$ cat src/rtl/latch16_serial_loader_if.sv
// Serial-in / latch-bank-out bundle for latch16_serial_loader.
// master drives the serial stream; slave is the loader itself.
interface latch16_serial_loader_if #(
    parameter int unsigned WIDTH = 16
);
    logic             start;
    logic             ser_in;
    logic             ser_valid;
    logic             busy;
    logic [WIDTH-1:0] latch_data;
    logic             latch_en;
    logic             done;
    logic             err;

    modport master (
        output start, ser_in, ser_valid,
        input  busy, latch_data, latch_en, done, err
    );

    modport slave (
        input  start, ser_in, ser_valid,
        output busy, latch_data, latch_en, done, err
    );
endinterface

$ cat src/rtl/latch16_serial_loader.sv
// Serial-to-parallel feeder for a D-latch bank with a setup/enable/hold load sequence.
// Define PARITY_CHECK_EN to add a trailing even-parity bit per word and the err pulse.
module latch16_serial_loader #(
    parameter int unsigned WIDTH     = 16,
    parameter int unsigned EN_CYCLES = 1
) (
    input logic                    clk,
    input logic                    rst_n,
    latch16_serial_loader_if.slave bus
);
    localparam logic [2:0] StIdle  = 3'd0;
    localparam logic [2:0] StShift = 3'd1;
    localparam logic [2:0] StPar   = 3'd2;
    localparam logic [2:0] StSetup = 3'd3;
    localparam logic [2:0] StLoad  = 3'd4;
    localparam logic [2:0] StHold  = 3'd5;

    localparam logic [5:0] LastBit = 6'(WIDTH - 1);
    localparam logic [3:0] LastEn  = 4'(EN_CYCLES - 1);

    logic [2:0]       state_q, state_d;
    logic [WIDTH-1:0] sreg_q, sreg_d;
    logic [WIDTH-1:0] data_q, data_d;
    logic [5:0]       cnt_q, cnt_d;
    logic [3:0]       en_cnt_q, en_cnt_d;
    logic             en_q, en_d;
    logic             done_q, done_d;
    logic             err_q, err_d;
    logic             busy_q, busy_d;
    logic [WIDTH-1:0] sreg_shift;

    assign sreg_shift = {sreg_q[WIDTH-2:0], bus.ser_in};

`ifndef PARITY_CHECK_EN
    // Without parity the word leaves through sreg_shift, so the MSB is only ever shifted out.
    logic unused_sreg_msb;
    assign unused_sreg_msb = sreg_q[WIDTH-1];
`endif

    always_comb begin
        state_d  = state_q;
        sreg_d   = sreg_q;
        data_d   = data_q;
        cnt_d    = cnt_q;
        en_cnt_d = en_cnt_q;
        err_d    = 1'b0;

        case (state_q)
            StIdle: begin
                if (bus.start) begin
                    state_d = StShift;
                    cnt_d   = '0;
                    sreg_d  = '0;
                end
            end
            StShift: begin
                // A restart takes priority over a bit arriving in the same cycle.
                if (bus.start) begin
                    cnt_d  = '0;
                    sreg_d = '0;
                end else if (bus.ser_valid) begin
                    sreg_d = sreg_shift;
                    cnt_d  = cnt_q + 6'd1;
                    if (cnt_q == LastBit) begin
`ifdef PARITY_CHECK_EN
                        state_d = StPar;
`else
                        state_d = StSetup;
                        data_d  = sreg_shift;
`endif
                    end
                end
            end
`ifdef PARITY_CHECK_EN
            StPar: begin
                if (bus.ser_valid) begin
                    if (^{sreg_q, bus.ser_in} == 1'b0) begin
                        state_d = StSetup;
                        data_d  = sreg_q;
                    end else begin
                        state_d = StIdle;
                        err_d   = 1'b1;
                    end
                end
            end
`endif
            StSetup: begin
                state_d  = StLoad;
                en_cnt_d = '0;
            end
            StLoad: begin
                if (en_cnt_q == LastEn) begin
                    state_d = StHold;
                end else begin
                    en_cnt_d = en_cnt_q + 4'd1;
                end
            end
            StHold: begin
                state_d = StIdle;
            end
            default: begin
                state_d = StIdle;
            end
        endcase

        // Outputs are decoded from the next state so they leave flops, not logic.
        en_d   = (state_d == StLoad);
        done_d = (state_d == StHold);
        busy_d = (state_d != StIdle);
    end

    always_ff @(posedge clk or negedge rst_n) begin
        if (!rst_n) begin
            state_q  <= StIdle;
            sreg_q   <= '0;
            data_q   <= '0;
            cnt_q    <= '0;
            en_cnt_q <= '0;
            en_q     <= 1'b0;
            done_q   <= 1'b0;
            err_q    <= 1'b0;
            busy_q   <= 1'b0;
        end else begin
            state_q  <= state_d;
            sreg_q   <= sreg_d;
            data_q   <= data_d;
            cnt_q    <= cnt_d;
            en_cnt_q <= en_cnt_d;
            en_q     <= en_d;
            done_q   <= done_d;
            err_q    <= err_d;
            busy_q   <= busy_d;
        end
    end

    assign bus.busy       = busy_q;
    assign bus.latch_data = data_q;
    assign bus.latch_en   = en_q;
    assign bus.done       = done_q;
    assign bus.err        = err_q;
endmodule

$ cat src/flat_wrapper.sv
// flat-port wrapper written by rule: the top's interface ports become plain ports
module latch16_serial_loader_flat 
#(
    parameter int unsigned WIDTH     = 16,
    parameter int unsigned EN_CYCLES = 1
)
  (clk, rst_n, bus_start, bus_ser_in, bus_ser_valid, bus_busy, bus_latch_data, bus_latch_en, bus_done, bus_err);
  latch16_serial_loader_if #(.WIDTH(WIDTH)) bus_i ();
  input logic clk;
  input logic rst_n;
  input wire logic [$bits(bus_i.start)-1:0] bus_start;
  input wire logic [$bits(bus_i.ser_in)-1:0] bus_ser_in;
  input wire logic [$bits(bus_i.ser_valid)-1:0] bus_ser_valid;
  output wire logic [$bits(bus_i.busy)-1:0] bus_busy;
  output wire logic [$bits(bus_i.latch_data)-1:0] bus_latch_data;
  output wire logic [$bits(bus_i.latch_en)-1:0] bus_latch_en;
  output wire logic [$bits(bus_i.done)-1:0] bus_done;
  output wire logic [$bits(bus_i.err)-1:0] bus_err;
  assign bus_i.start = bus_start;
  assign bus_i.ser_in = bus_ser_in;
  assign bus_i.ser_valid = bus_ser_valid;
  assign bus_busy = bus_i.busy;
  assign bus_latch_data = bus_i.latch_data;
  assign bus_latch_en = bus_i.latch_en;
  assign bus_done = bus_i.done;
  assign bus_err = bus_i.err;
  latch16_serial_loader #(.WIDTH(WIDTH), .EN_CYCLES(EN_CYCLES)) u_core (.clk(clk), .rst_n(rst_n), .bus(bus_i));
endmodule
$ cat config.mk
export PLATFORM = sky130hd
export DESIGN_NAME = latch16_serial_loader_flat
export DESIGN_NICKNAME = d
export VERILOG_FILES = /design/src/rtl/latch16_serial_loader_if.sv /design/src/rtl/latch16_serial_loader.sv /design/src/flat_wrapper.sv
export SDC_FILE = /design/constraint.sdc
export NUM_CORES = 1
export LEC_CHECK = 0
export ABC_AREA = 1
export BUFFER_PORTS_ARGS = -buffer_cell sky130_fd_sc_hd__clkbuf_2
export CORE_MARGIN = 5
export CORE_UTILIZATION = 50
export CTS_BUF_LIST = sky130_fd_sc_hd__clkbuf_8
export DETAILED_ROUTE_END_ITERATION = 16
export PLACE_DENSITY = 0.7
export SYNTH_ARGS = -nofsm -noshare
export SYNTH_HDL_FRONTEND = slang
export SYNTH_SLANG_ARGS = --single-unit
$ cat constraint.sdc
create_clock -name clk -period 2.5 [get_ports clk]
set_input_delay 0.75 -clock clk [delete_from_list [all_inputs] [get_ports clk]]
set_output_delay 0.75 -clock clk [all_outputs]
set_load 0.1 [all_outputs]
# Yosys cells after proc, flatten, opt, wreduce, memory -nomap -nowiden
# Index checks and enable logic that the tools add are counted.
[op_classes]
add_sub_neg = 2
n_mul = 0
div = 0
magnitude_cmp = 0
eq_ne = 9
shift = 0
muxes = 16
n_bitwise = 1
n_reduce_logical = 8
[ops]
columns = ["cell", "count"]
rows = [
  ["$mux W15", 3],
  ["$pmux W15 S2", 1],
  ["$mux W6", 3],
  ["$mux W3", 5],
  ["$pmux W3 S4", 1],
  ["$pmux W6 S2", 1],
  ["$eq A3 B3 Y1 const B", 3],
  ["$pmux W4 S2", 1],
  ["$add A6 B1 Y6 const B", 1],
  ["$eq A6 B4 Y1 const B", 1],
  ["$add A4 B1 Y4 const B", 1],
  ["$logic_not A4 Y1", 1],
  ["$mux W4", 1],
  ["$ne A2 B2 Y1 const B", 2],
  ["$reduce_and A4 Y1", 1],
  ["$reduce_bool A2 Y1", 2],
  ["$eq A3 B1 Y1 const B", 1],
  ["$eq A3 B2 Y1 const B", 1],
  ["$logic_not A3 Y1", 1],
  ["$ne A3 B3 Y1 const B", 1],
  ["$reduce_and A3 Y1", 1],
  ["$reduce_bool A3 Y1", 1],
  ["$reduce_and A2 Y1", 1],
  ["$not A1 Y1", 1],
]
[word_totals]
ff_bits = 47
latch_bits = 0
mem_bits_rw = 0
mem_bits_ro = 0
inputBits = 5
out_inout_bits = 20
wordCells = 44
memories = 0

# Logic depth before layout (Yosys ltp)
# Gate-level depths: netlist of the first run.
[logic_depth]
depth_word = 6
ltp_mapped = 8
mapped_depth_nobuf = 8

# Worst setup path after synthesis of the first run
# Ideal clock, no wire load.
[synth_timing]
kind = "register -> output"
startpoint = "register u_core.data_q[0] (netlist: u_core.bus.latch_data[0])"
endpoint = "output bus_latch_data[0]"
arrival_time_ps = 898
required_time_ps = 1750
path_slack_ps = 852
stages_incl_launch_ff = 1
n_path_buf = 0
cell_sequence = "dfrtp_1"
[synth_rtl]
columns = ["element", "line", "rtl"]
rows = [
  ["from (decl)", "latch16_serial_loader.sv:23", "logic [WIDTH-1:0] data_q, data_d;"],
  ["from (signal assigned)", "latch16_serial_loader.sv:126", "data_q <= data_d;"],
  ["to (decl)", "flat_wrapper.sv:15", "output wire logic [$bits(bus_i.latch_data)-1:0] bus_latch_data;"],
]
# No word-level cell between the ends.

# Worst setup path in the final report of the first run
[layout_timing]
startpoint = "register u_core.data_q[10] (netlist: u_core.bus.latch_data[10])"
endpoint = "output bus_latch_data[10]"
# No word-level cell between the ends.

==> results of run 1 <==
[synth_stat cells]
cell type	count	area, um2
dfrtp_1	47	1180
nand2_1	29	109
inv_1	25	93.8
o21ai_2	16	140
nand3_1	11	55.1
o22ai_2	10	125
inv_2	7	26.3
nor2_1	7	26.3
buf_6	5	56.3
o22ai_1	5	31.3
a21oi_1	4	20.0
o21ai_1	4	20.0
ha_1	3	37.5
nand2_2	3	18.8
nor2_2	3	18.8
o21ai_0	3	15.0
buf_4	2	15.0
a21oi_2	1	8.76
conb_1	1	3.75
nand2_4	1	11.3
nand3_2	1	10.0
nand4_1	1	6.26
nand4_2	1	12.5
nor2_8	1	20.0
nor3_1	1	5.00
nor3_2	1	10.0
or2_2	1	6.26
xor2_1	1	8.76
[final timing paths]
check                                            end  slack (ns)  cells past startpoint
setup / recovery                  bus_latch_data[10]        0.63                      1
hold / removal             u_core.bus.latch_data[11]        0.49                      2
setup reg to reg           u_core.bus.latch_data[13]        1.03                      7
hold reg to reg            u_core.bus.latch_data[11]        0.49                      2
max in group asynchronous          u_core.sreg_q[13]        1.57                      2
min in group asynchronous         u_core.en_cnt_q[1]        0.54                      2
[per-stage QoR]
step                       util  setup slack (ns)  area (um2)
after floorplan               -             0.852        2090
after global placement    0.550             0.648        2220
after detailed placement  0.550             0.659        2220
after CTS                 0.584             0.607        2350
after global routing      0.584             0.569        2350
final                     0.584             0.631        2350
[layer usage]
layer	track usage	vias to the layer above
met3	0.0500	5
met5	0	-
li1	-	681
met1	0.175	621
met4	0.0474	0
met2	0.213	20
[cell families (layout without fill, tap and decap cells)]
group,after synthesis,after routing,synth area share
AND/OR/NAND/NOR,61,61,0.148
flip-flops,47,47,0.564
AO/OA/AOI/OAI,43,43,0.173
buffers and inverters,39,66,0.0917
adder cells (fa/ha/maj),3,3,0.0180
other,1,1,0.00180
XOR/XNOR,1,1,0.00420
[power by group through the flow]
stage | logic [mW] | registers, mW | clock network (mW)
after floorplan | 0.0786 | 0.812 | 0
after detailed placement | 0.106 | 0.815 | 0
final | 0.104 | 0.799 | 0.649
after CTS | 0.106 | 0.799 | 0.669
after global routing | 0.119 | 0.803 | 0.696
after global placement | 0.105 | 0.814 | 0
[layout make-up]
cell class	instances	area, um2
Clock buffer	5	68.8
Timing Repair Buffer	26	138
Fill cell	359	1680
Inverter	32	120
Tap cell	50	62.6
Multi-Input combinational cell	109	719
Sequential cell	47	1180
Clock inverter	3	67.6
[state kept, by name, indices dropped and copies added, names as in the netlist]
name,flops
u_core.bus.done,1
u_core.bus.latch_en,1
u_core.sreg_q,15
u_core.state_q,3
u_core.en_cnt_q,4
u_core.bus.latch_data,16
u_core.bus.busy,1
u_core.cnt_q,6
[cells in the final DEF, fill, tap and decap left out, types with 2 or more instances in the layout]
cell type and count:
a21oi_1 4, buf_4 3, bufinv_16 2, clkbuf_2 23
clkbuf_8 5, dfrtp_1 47, ha_1 3, inv_1 25
inv_2 7, nand2_1 29, nand2_2 3, nand3_1 11
nor2_1 7, nor2_2 3, o21ai_0 3, o21ai_1 4
o21ai_2 16, o22ai_1 5, o22ai_2 10
==> results.txt, run 1 <==
----------------------------------------------------
[Clocking]
  Hold-fix buffers, CTS ... 0
  H-tree level count ... 2
  Clock latency on the worst-skew pair ... roughly 0.30 ns
  PostCTS Resize Cnt ... 0
  Count of clock tree sinks ... 47
  Clock tree from TritonCTS ... done
  TritonCTS buffer count ... 5
  Number of buffers inserted to repair setup after CTS ... 0
  Clock-pin transition on the worst setup and hold timing paths ... approximately 0.090 ns
  Buffer levels on the longest clock path ... 2
  Master cell of the clock root buffer ... clkbuf_8

[Floorplan]
  Number of ports placed on the die boundary ... 25
  Core Region ... slightly above 0.004 mm2
  Floorplan row count ... 23
  Overall die width ... ~75 um
  Y dimension of the die ... around 75 um
  Initial Utilization ... 0.518
  Die Footprint ... roughly 0.0056 mm2

[Final layout]
  Synthesis-to-layout area growth ... 12.7%
  Number of antenna diodes ... 0
  Post-route non-filler standard cell count ... between 200 and 300
  Post-layout net count ... between 200 and 250
  Share of final-layout standard cells stronger than drive strength 1 ... 0.360

[STA]
  Worst-case hold slack ... slightly below 0.5 ns
  Final critical-path required period ... around 1.9 ns
  Final count of pins violating max slew ... 0
  Period utilisation layout ... 0.747
  Max Clock Freq ... between 500 and 600 MHz
  Setup repair after global routing missed its margin ... false
  Actual transition at the worst max-transition pin ... between 0.5 and 0.6 ns
  Final Setup Violations ... 0
  Number of failing hold endpoints at the final stage ... 0
  Final sum of negative setup slack ... 0 ns
  Worst slew margin ... 0.612
  Fin Clk Skew ... ~0.0076 ns

[Run]
  Max capacitance violation total ... 0

[Synth]
  Synth Area per Inst ... 10.7 um2
  Number of instances in the synthesized netlist ... just under 200
  Count of distinct cell types in the synthesized netlist ... 28
  Netlist area before placement ... ~0.0021 mm2
  Net count after synthesis ... 203
  Syn. warnings ... 0
  Flip-flop and latch count after synthesis ... between 40 and 50
  Portion of the post-synthesis area used by sequential elements ... 0.564

[Drt]
  Met2 WL ... approximately 1.5 mm
  Detailed-routed wire length on met3 ... between 100 and 150 um
  Number of antenna-violating nets in the routed design ... 0
  Highest routed metal layer ... met4
  Starting DRT DRC Count ... roughly 130
  Via count of the routed design ... between 1k and 1.5k
  Routed met1 length ... roughly 1.6 mm
  Post-Route WL ... roughly 3.3 mm
  Routed wire length per instance ... about 12 um
  Mean number of vias per cell ... a little under 5
  Detailed-route DRC error count ... 0
  Detailed Routing Iterations Pass 1 ... 4

[Worst setup path]
  Worst endpoint required time ... approximately 1.8 ns
  Crit-path max FO ... 2
  Series of cell instances along the critical path ... clkbuf_2
  Buf/Inv on CP ... 1
  Crit path largest cell delay ... roughly 0.46 ns
  Arr. time, crit path ... between 1 and 1.5 ns
  Dominant delay contributor by cell family on the critical path ... buffers and inverters
  Crit-path slowest cell ... clkbuf_2
  CP Class ... reg -> out
  Nature of the critical path startpoint ... register
  Kind of end point of the critical path ... primary output
  R2r startpoint ... u_core.cnt_q[0]
  Setup crit start ... u_core.bus.latch_data[10]

[Min path]
  Class of the most critical hold timing path ... reg -> reg
  Hold wc startpoint ... u_core.bus.latch_data[11]

[Place]
  Inst Count DP ... 264
  HPWL Detailed ... 2.27 mm
  Final Wtd Congestion ... about 0.72
  Number of buffer cells added on primary ports ... 23

[Global routing]
  Wire length of the first global-routing pass ... ~5.7 mm
  Overflow left after global routing ... 0
  Largest net degree at the start of global routing ... between 40 and 50
  Initial antenna violation count ... 0
  Via count of the first global-routing pass ... 1250
  Tot GR Track Use ... 0.136

[Power]
  Proportion of power drawn by flip-flops and latches ... 0.515
  Final total power ... between 1.5 and 2 mW
  Static leakage power ... ~1.1 nW
  Psw ... between 300 and 400 uW
  Internal portion of total power ... roughly 1.2 mW
  Comb power frac ... 0.067
  Power share of the clock group ... 0.418
  Net switching share of the total power ... 0.219
  Max rail drop VDD ... about 320 uV
  Total power density per cell area ... about 660 mW/mm2

[Run status]
  Run status ... completed

----------------------------------------------------
Note: power is estimated with default switching activity, not from simulation.
==> run 2, diff against run 1 <==
clock period = 1.9 ns   (was 2.5 ns; I/O delays follow)
==> results.txt, run 2 (same netlist as run 1, synthesis figures left out) <==
----------------------------------------------------
[Global routing]
  Tot GR Track Use ... 0.141
  Initial antenna violation count ... 0
  Wire length of the first global-routing pass ... 5.96 mm
  Via count of the first global-routing pass ... about 1.3k
  Largest net degree at the start of global routing ... 48
  Overflow left after global routing ... 0

[STA]
  Final critical-path required period ... ~1.7 ns
  Final Setup Violations ... 0
  Actual transition at the worst max-transition pin ... approximately 0.55 ns
  Period utilisation layout ... 0.897
  Fin Clk Skew ... about 0.0046 ns
  Worst-case hold slack ... approximately 0.24 ns
  Final count of pins violating max slew ... 0
  Max Clock Freq ... 587 MHz
  Worst slew margin ... 0.638
  Number of failing hold endpoints at the final stage ... 0
  Final sum of negative setup slack ... 0 ns
  Post-route setup slack ... 0.196 ns
  Setup repair after global routing missed its margin ... false

[Clocking]
  TritonCTS buffer count ... 5
  Clock latency on the worst-skew pair ... roughly 0.3 ns
  Clock tree from TritonCTS ... done
  Count of clock tree sinks ... between 40 and 50
  Buffer levels on the longest clock path ... 2
  Master cell of the clock root buffer ... clkbuf_8
  Number of buffers inserted to repair setup after CTS ... 0
  PostCTS Resize Cnt ... 0
  Hold-fix buffers, CTS ... 0
  Clock-pin transition on the worst setup and hold timing paths ... ~0.090 ns
  H-tree level count ... 2

[Worst setup path]
  Stages on the worst setup path ... 1
  R2r startpoint ... u_core.cnt_q[0]
  Setup crit start ... u_core.bus.latch_data[1]
  Dominant delay contributor by cell family on the critical path ... buffers and inverters
  Worst flop-to-flop path endpoint ... u_core.bus.latch_data[0]
  Crit path largest cell delay ... 0.46 ns
  CP Class ... reg -> out
  Crit-path max FO ... 2
  Setup slack, reg-to-reg ... about 0.40 ns
  Buf/Inv on CP ... 1
  Critical Path Sink ... bus_latch_data[1]
  Number of cells traversed by the worst register-to-register path ... 7
  Nature of the critical path startpoint ... register
  Worst endpoint required time ... between 1 and 1.5 ns
  Crit-path slowest cell ... clkbuf_2
  Series of cell instances along the critical path ... clkbuf_2
  Kind of end point of the critical path ... primary output
  Arr. time, crit path ... around 1.1 ns

[Drt]
  Routed wire length per instance ... between 10 and 15 um
  Number of antenna-violating nets in the routed design ... 0
  Detailed-route DRC error count ... 0
  Post-Route WL ... ~3.4 mm
  Mean number of vias per cell ... 4.92
  Detailed Routing Iterations Pass 1 ... 5
  Starting DRT DRC Count ... 99
  Via count of the routed design ... about 1.3k

[Final layout]
  Synthesis-to-layout area growth ... 13.3%
  Number of antenna diodes ... 0
  Post-layout net count ... around 230
  Most common cell after layout, fill and taps aside ... dfrtp_1
  Flip-flop count of the largest register after layout ... 16
  Post-route non-filler standard cell count ... 272
  Share of final-layout standard cells stronger than drive strength 1 ... 0.360
  Number of filler cells placed in the layout ... approximately 370
  Most frequent cells in the layout ... dfrtp_1 (47), nand2_1 (29), inv_1 (25)

[Floorplan]
  Initial Utilization ... 0.518
  Overall die width ... between 70 and 80 um
  Core Region ... ~0.004 mm2
  Floorplan row count ... 23
  Number of ports placed on the die boundary ... 25
  Y dimension of the die ... roughly 75 um
  Die Footprint ... around 0.0056 mm2

[Place]
  Inst Count DP ... between 200 and 300
  Worst setup slack after placement ... ~0.22 ns
  HPWL Detailed ... about 2.3 mm
  Final Wtd Congestion ... 0.803
  Number of buffer cells added on primary ports ... 23

[Power]
  Proportion of power drawn by flip-flops and latches ... 0.512
  Power share of the clock group ... 0.420
  Total power density per cell area ... approximately 870 mW/mm2
  Comb power frac ... 0.069
  Internal portion of total power ... between 1.5 and 2 mW
  Psw ... 461 uW
  Max rail drop VDD ... approximately 520 uV
  Static leakage power ... between 1 and 1.5 nW
  Net switching share of the total power ... 0.224

[Run]
  Max capacitance violation total ... 0

[Min path]
  Class of the most critical hold timing path ... in -> async

[Run status]
  Run status ... completed

----------------------------------------------------
## run 2: cell types whose count changed in the layout (fill, tap and decap cells not counted)
cell | before | now
buf_12 | 0 | 1
buf_4 | 3 | 2
## run 2: worst min-delay path by stage
stage	startpoint	endpoint	slack, ns
2_1_floorplan	rst_n	u_core.bus.busy	0.27
3_3_place_gp	u_core.bus.latch_data[4]	u_core.bus.latch_data[4]	0.46
3_5_place_dp	u_core.bus.latch_data[6]	u_core.bus.latch_data[6]	0.47
4_1_cts	rst_n	u_core.bus.latch_data[5]	0.24
5_1_grt	rst_n	u_core.bus.latch_data[5]	0.25
6_report	rst_n	u_core.bus.latch_en	0.24
## run 2: metrics by stage
stage | util | power, mW | cell area, um2
finish | 0.587 | 2.06 | 2360
global route | 0.587 | 2.14 | 2360
CTS | 0.587 | 2.08 | 2360
detailed placement | 0.553 | 1.22 | 2230
global placement | 0.553 | 1.21 | 2230
floorplan | - | 1.17 | 2090
## run 2: cell type report
cell class,instances,area (um2),area share
clock inverter,3,67.6,0.0286
multi-input combinational,109,719,0.304
clock buffer,5,68.8,0.0291
tap,50,62.6,0.0265
inverter,32,120,0.0508
timing repair buffer,26,150,0.0635
sequential,47,1180,0.497
## run 2: power by group through the flow
stage / clock (mW) / combinational (mW) / sequential (mW)
finish: 0.864 / 0.141 / 1.05
detailed placement: 0 / 0.143 / 1.07
CTS: 0.878 / 0.144 / 1.05
global route: 0.922 / 0.165 / 1.06
floorplan: 0 / 0.103 / 1.07
global placement: 0 / 0.140 / 1.07
## run 2: layer usage
| metal | up-vias | track usage | part of all wire |
|---|---|---|---|
| met3 | 5 | 0.0459 | 0.048 |
| met4 | 0 | 0.0474 | 0.012 |
| met5 | - | 0 | 0 |
| met2 | 20 | 0.226 | 0.47 |
| met1 | 628 | 0.181 | 0.47 |
| li1 | 684 | - | - |
==> run 3, diff against run 2 <==
CAP_MARGIN = 0   (was default)
MAX_ROUTING_LAYER = met4   (was default)
==> results.txt, run 3 (same netlist as run 1, synthesis figures left out) <==
----------------------------------------------------
[Clocking]
  Count of clock tree sinks ... 47
  Number of buffers inserted to repair setup after CTS ... 0
  Clock latency on the worst-skew pair ... 0.30 ns
  PostCTS Resize Cnt ... 0
  TritonCTS buffer count ... 5
  Clock-pin transition on the worst setup and hold timing paths ... about 0.09 ns
  Buffer levels on the longest clock path ... 2
  Clock tree from TritonCTS ... done
  Hold-fix buffers, CTS ... 0
  Master cell of the clock root buffer ... clkbuf_8
  H-tree level count ... 2

[Worst setup path]
  Worst flop-to-flop path endpoint ... u_core.bus.latch_data[0]
  R2r startpoint ... u_core.cnt_q[0]
  Crit-path slowest cell ... clkbuf_2
  Crit path largest cell delay ... approximately 0.46 ns
  Worst endpoint required time ... approximately 1.3 ns
  Nature of the critical path startpoint ... register
  Dominant delay contributor by cell family on the critical path ... buffers and inverters
  Number of cells traversed by the worst register-to-register path ... 7
  Arr. time, crit path ... approximately 1.1 ns
  Setup slack, reg-to-reg ... 0.42 ns
  Series of cell instances along the critical path ... clkbuf_2
  Kind of end point of the critical path ... primary output
  Buf/Inv on CP ... 1
  CP Class ... reg -> out
  Crit-path max FO ... 2

[Power]
  Max rail drop VDD ... roughly 520 uV
  Final total power ... ~2.1 mW
  Total power density per cell area ... between 800 and 900 mW/mm2
  Static leakage power ... between 1 and 1.5 nW

[Floorplan]
  Overall die width ... roughly 75 um
  Number of ports placed on the die boundary ... 25
  Y dimension of the die ... approximately 75 um
  Floorplan row count ... 23
  Initial Utilization ... 0.518
  Die Footprint ... around 0.0056 mm2
  Core Region ... 0.00403 mm2

[Global routing]
  Via count of the first global-routing pass ... approximately 1.3k
  Initial antenna violation count ... 0
  Wire length of the first global-routing pass ... roughly 6.0 mm
  Largest net degree at the start of global routing ... 48
  Tot GR Track Use ... 0.146
  Overflow left after global routing ... 0

[STA]
  Actual transition at the worst max-transition pin ... 0.545 ns
  Final Setup Violations ... 0
  Fin Clk Skew ... approximately 0.0047 ns
  Post-route setup slack ... 0.196 ns
  Final critical-path required period ... between 1.5 and 2 ns
  Period utilisation layout ... 0.897
  Max Clock Freq ... 587 MHz
  Number of failing hold endpoints at the final stage ... 0
  Final count of pins violating max slew ... 0
  Setup repair after global routing missed its margin ... false
  Worst slew margin ... 0.638
  Final sum of negative setup slack ... 0 ns

[Final layout]
  Area taken by multi-input logic gates ... around 700 um2
  Number of filler cells placed in the layout ... ~370
  Post-layout net count ... roughly 230
  Flip-flop count of the largest register after layout ... 16
  Share of final-layout standard cells stronger than drive strength 1 ... 0.360
  Most common cell after layout, fill and taps aside ... dfrtp_1
  Synthesis-to-layout area growth ... 13.3%
  Number of antenna diodes ... 0
  Most frequent cells in the layout ... dfrtp_1 (47), nand2_1 (29), inv_1 (25)
  Sequential cell area in the final layout ... 0.00118 mm2

[Drt]
  Number of antenna-violating nets in the routed design ... 0
  Post-Route WL ... approximately 3.4 mm
  Detailed Routing Iterations Pass 1 ... 6
  Via count of the routed design ... about 1.3k
  Starting DRT DRC Count ... 85
  Detailed-route DRC error count ... 0
  Routed wire length per instance ... between 10 and 15 um
  Mean number of vias per cell ... slightly below 5

[Run status]
  Run status ... completed

[Place]
  Final Wtd Congestion ... between 0.8 and 0.9
  Worst setup slack after placement ... about 0.22 ns
  HPWL Detailed ... roughly 2.3 mm
  Number of buffer cells added on primary ports ... 23

[Run]
  Max capacitance violation total ... 0

[Min path]
  Class of the most critical hold timing path ... in -> async

----------------------------------------------------
==> run 3: cell counts in the layout (fill, tap and decap cells not counted) <==
No cell type changed its count.
==> run 3: worst max-delay path by stage <==
| stage | start | end | slack (ns) | cells after the start |
|---|---|---|---|---|
| finish | u_core.bus.latch_data[1] | bus_latch_data[1] | 0.20 | 1 |
| global route | u_core.bus.latch_data[1] | bus_latch_data[1] | 0.15 | 1 |
| CTS | u_core.bus.latch_data[14] | bus_latch_data[14] | 0.18 | 1 |
| detailed placement | bus_start | u_core.bus.latch_data[0] | 0.22 | 8 |
| global placement | bus_start | u_core.bus.latch_data[15] | 0.25 | 8 |
| floorplan | u_core.bus.latch_data[0] | bus_latch_data[0] | 0.43 | 0 |
==> run 3: area by class of cell <==
type | count | share of cell area
Clock buffer | 5 | 0.0291
Clock inverter | 3 | 0.0286
Inverter | 32 | 0.0508
Multi-Input combinational cell | 109 | 0.304
Sequential cell | 47 | 0.497
Tap cell | 50 | 0.0265
Timing Repair Buffer | 26 | 0.0635
==> run 3: power breakdown <==
group	internal (mW)	switching, mW	leakage [nW]
clock	0.524	0.340	0.0644
combinational	0.0450	0.0958	0.432
sequential	1.03	0.0243	0.641
==> run 3: per-stage QoR <==
stage          cell area [um2]  hold WS, ns  instances  utilization
6_report                  2360        0.232        272        0.587
3_5_place_dp              2230        0.470        264        0.553
2_1_floorplan             2090        0.274        195            -
4_1_cts                   2360        0.242        272        0.587
5_1_grt                   2360        0.253        272        0.587
3_3_place_gp              2230        0.465        264        0.553
==> run 3: routing by layer <==
metal | track usage | vias up | routed length [um] | share of wire
met5 | - | - | 0 | 0
li1 | - | 684 | - | -
met2 | 0.224 | 26 | 1590 | 0.47
met3 | 0.0459 | 5 | 176 | 0.052
met4 | 0.0474 | 0 | 42 | 0.012
met1 | 0.184 | 631 | 1560 | 0.46
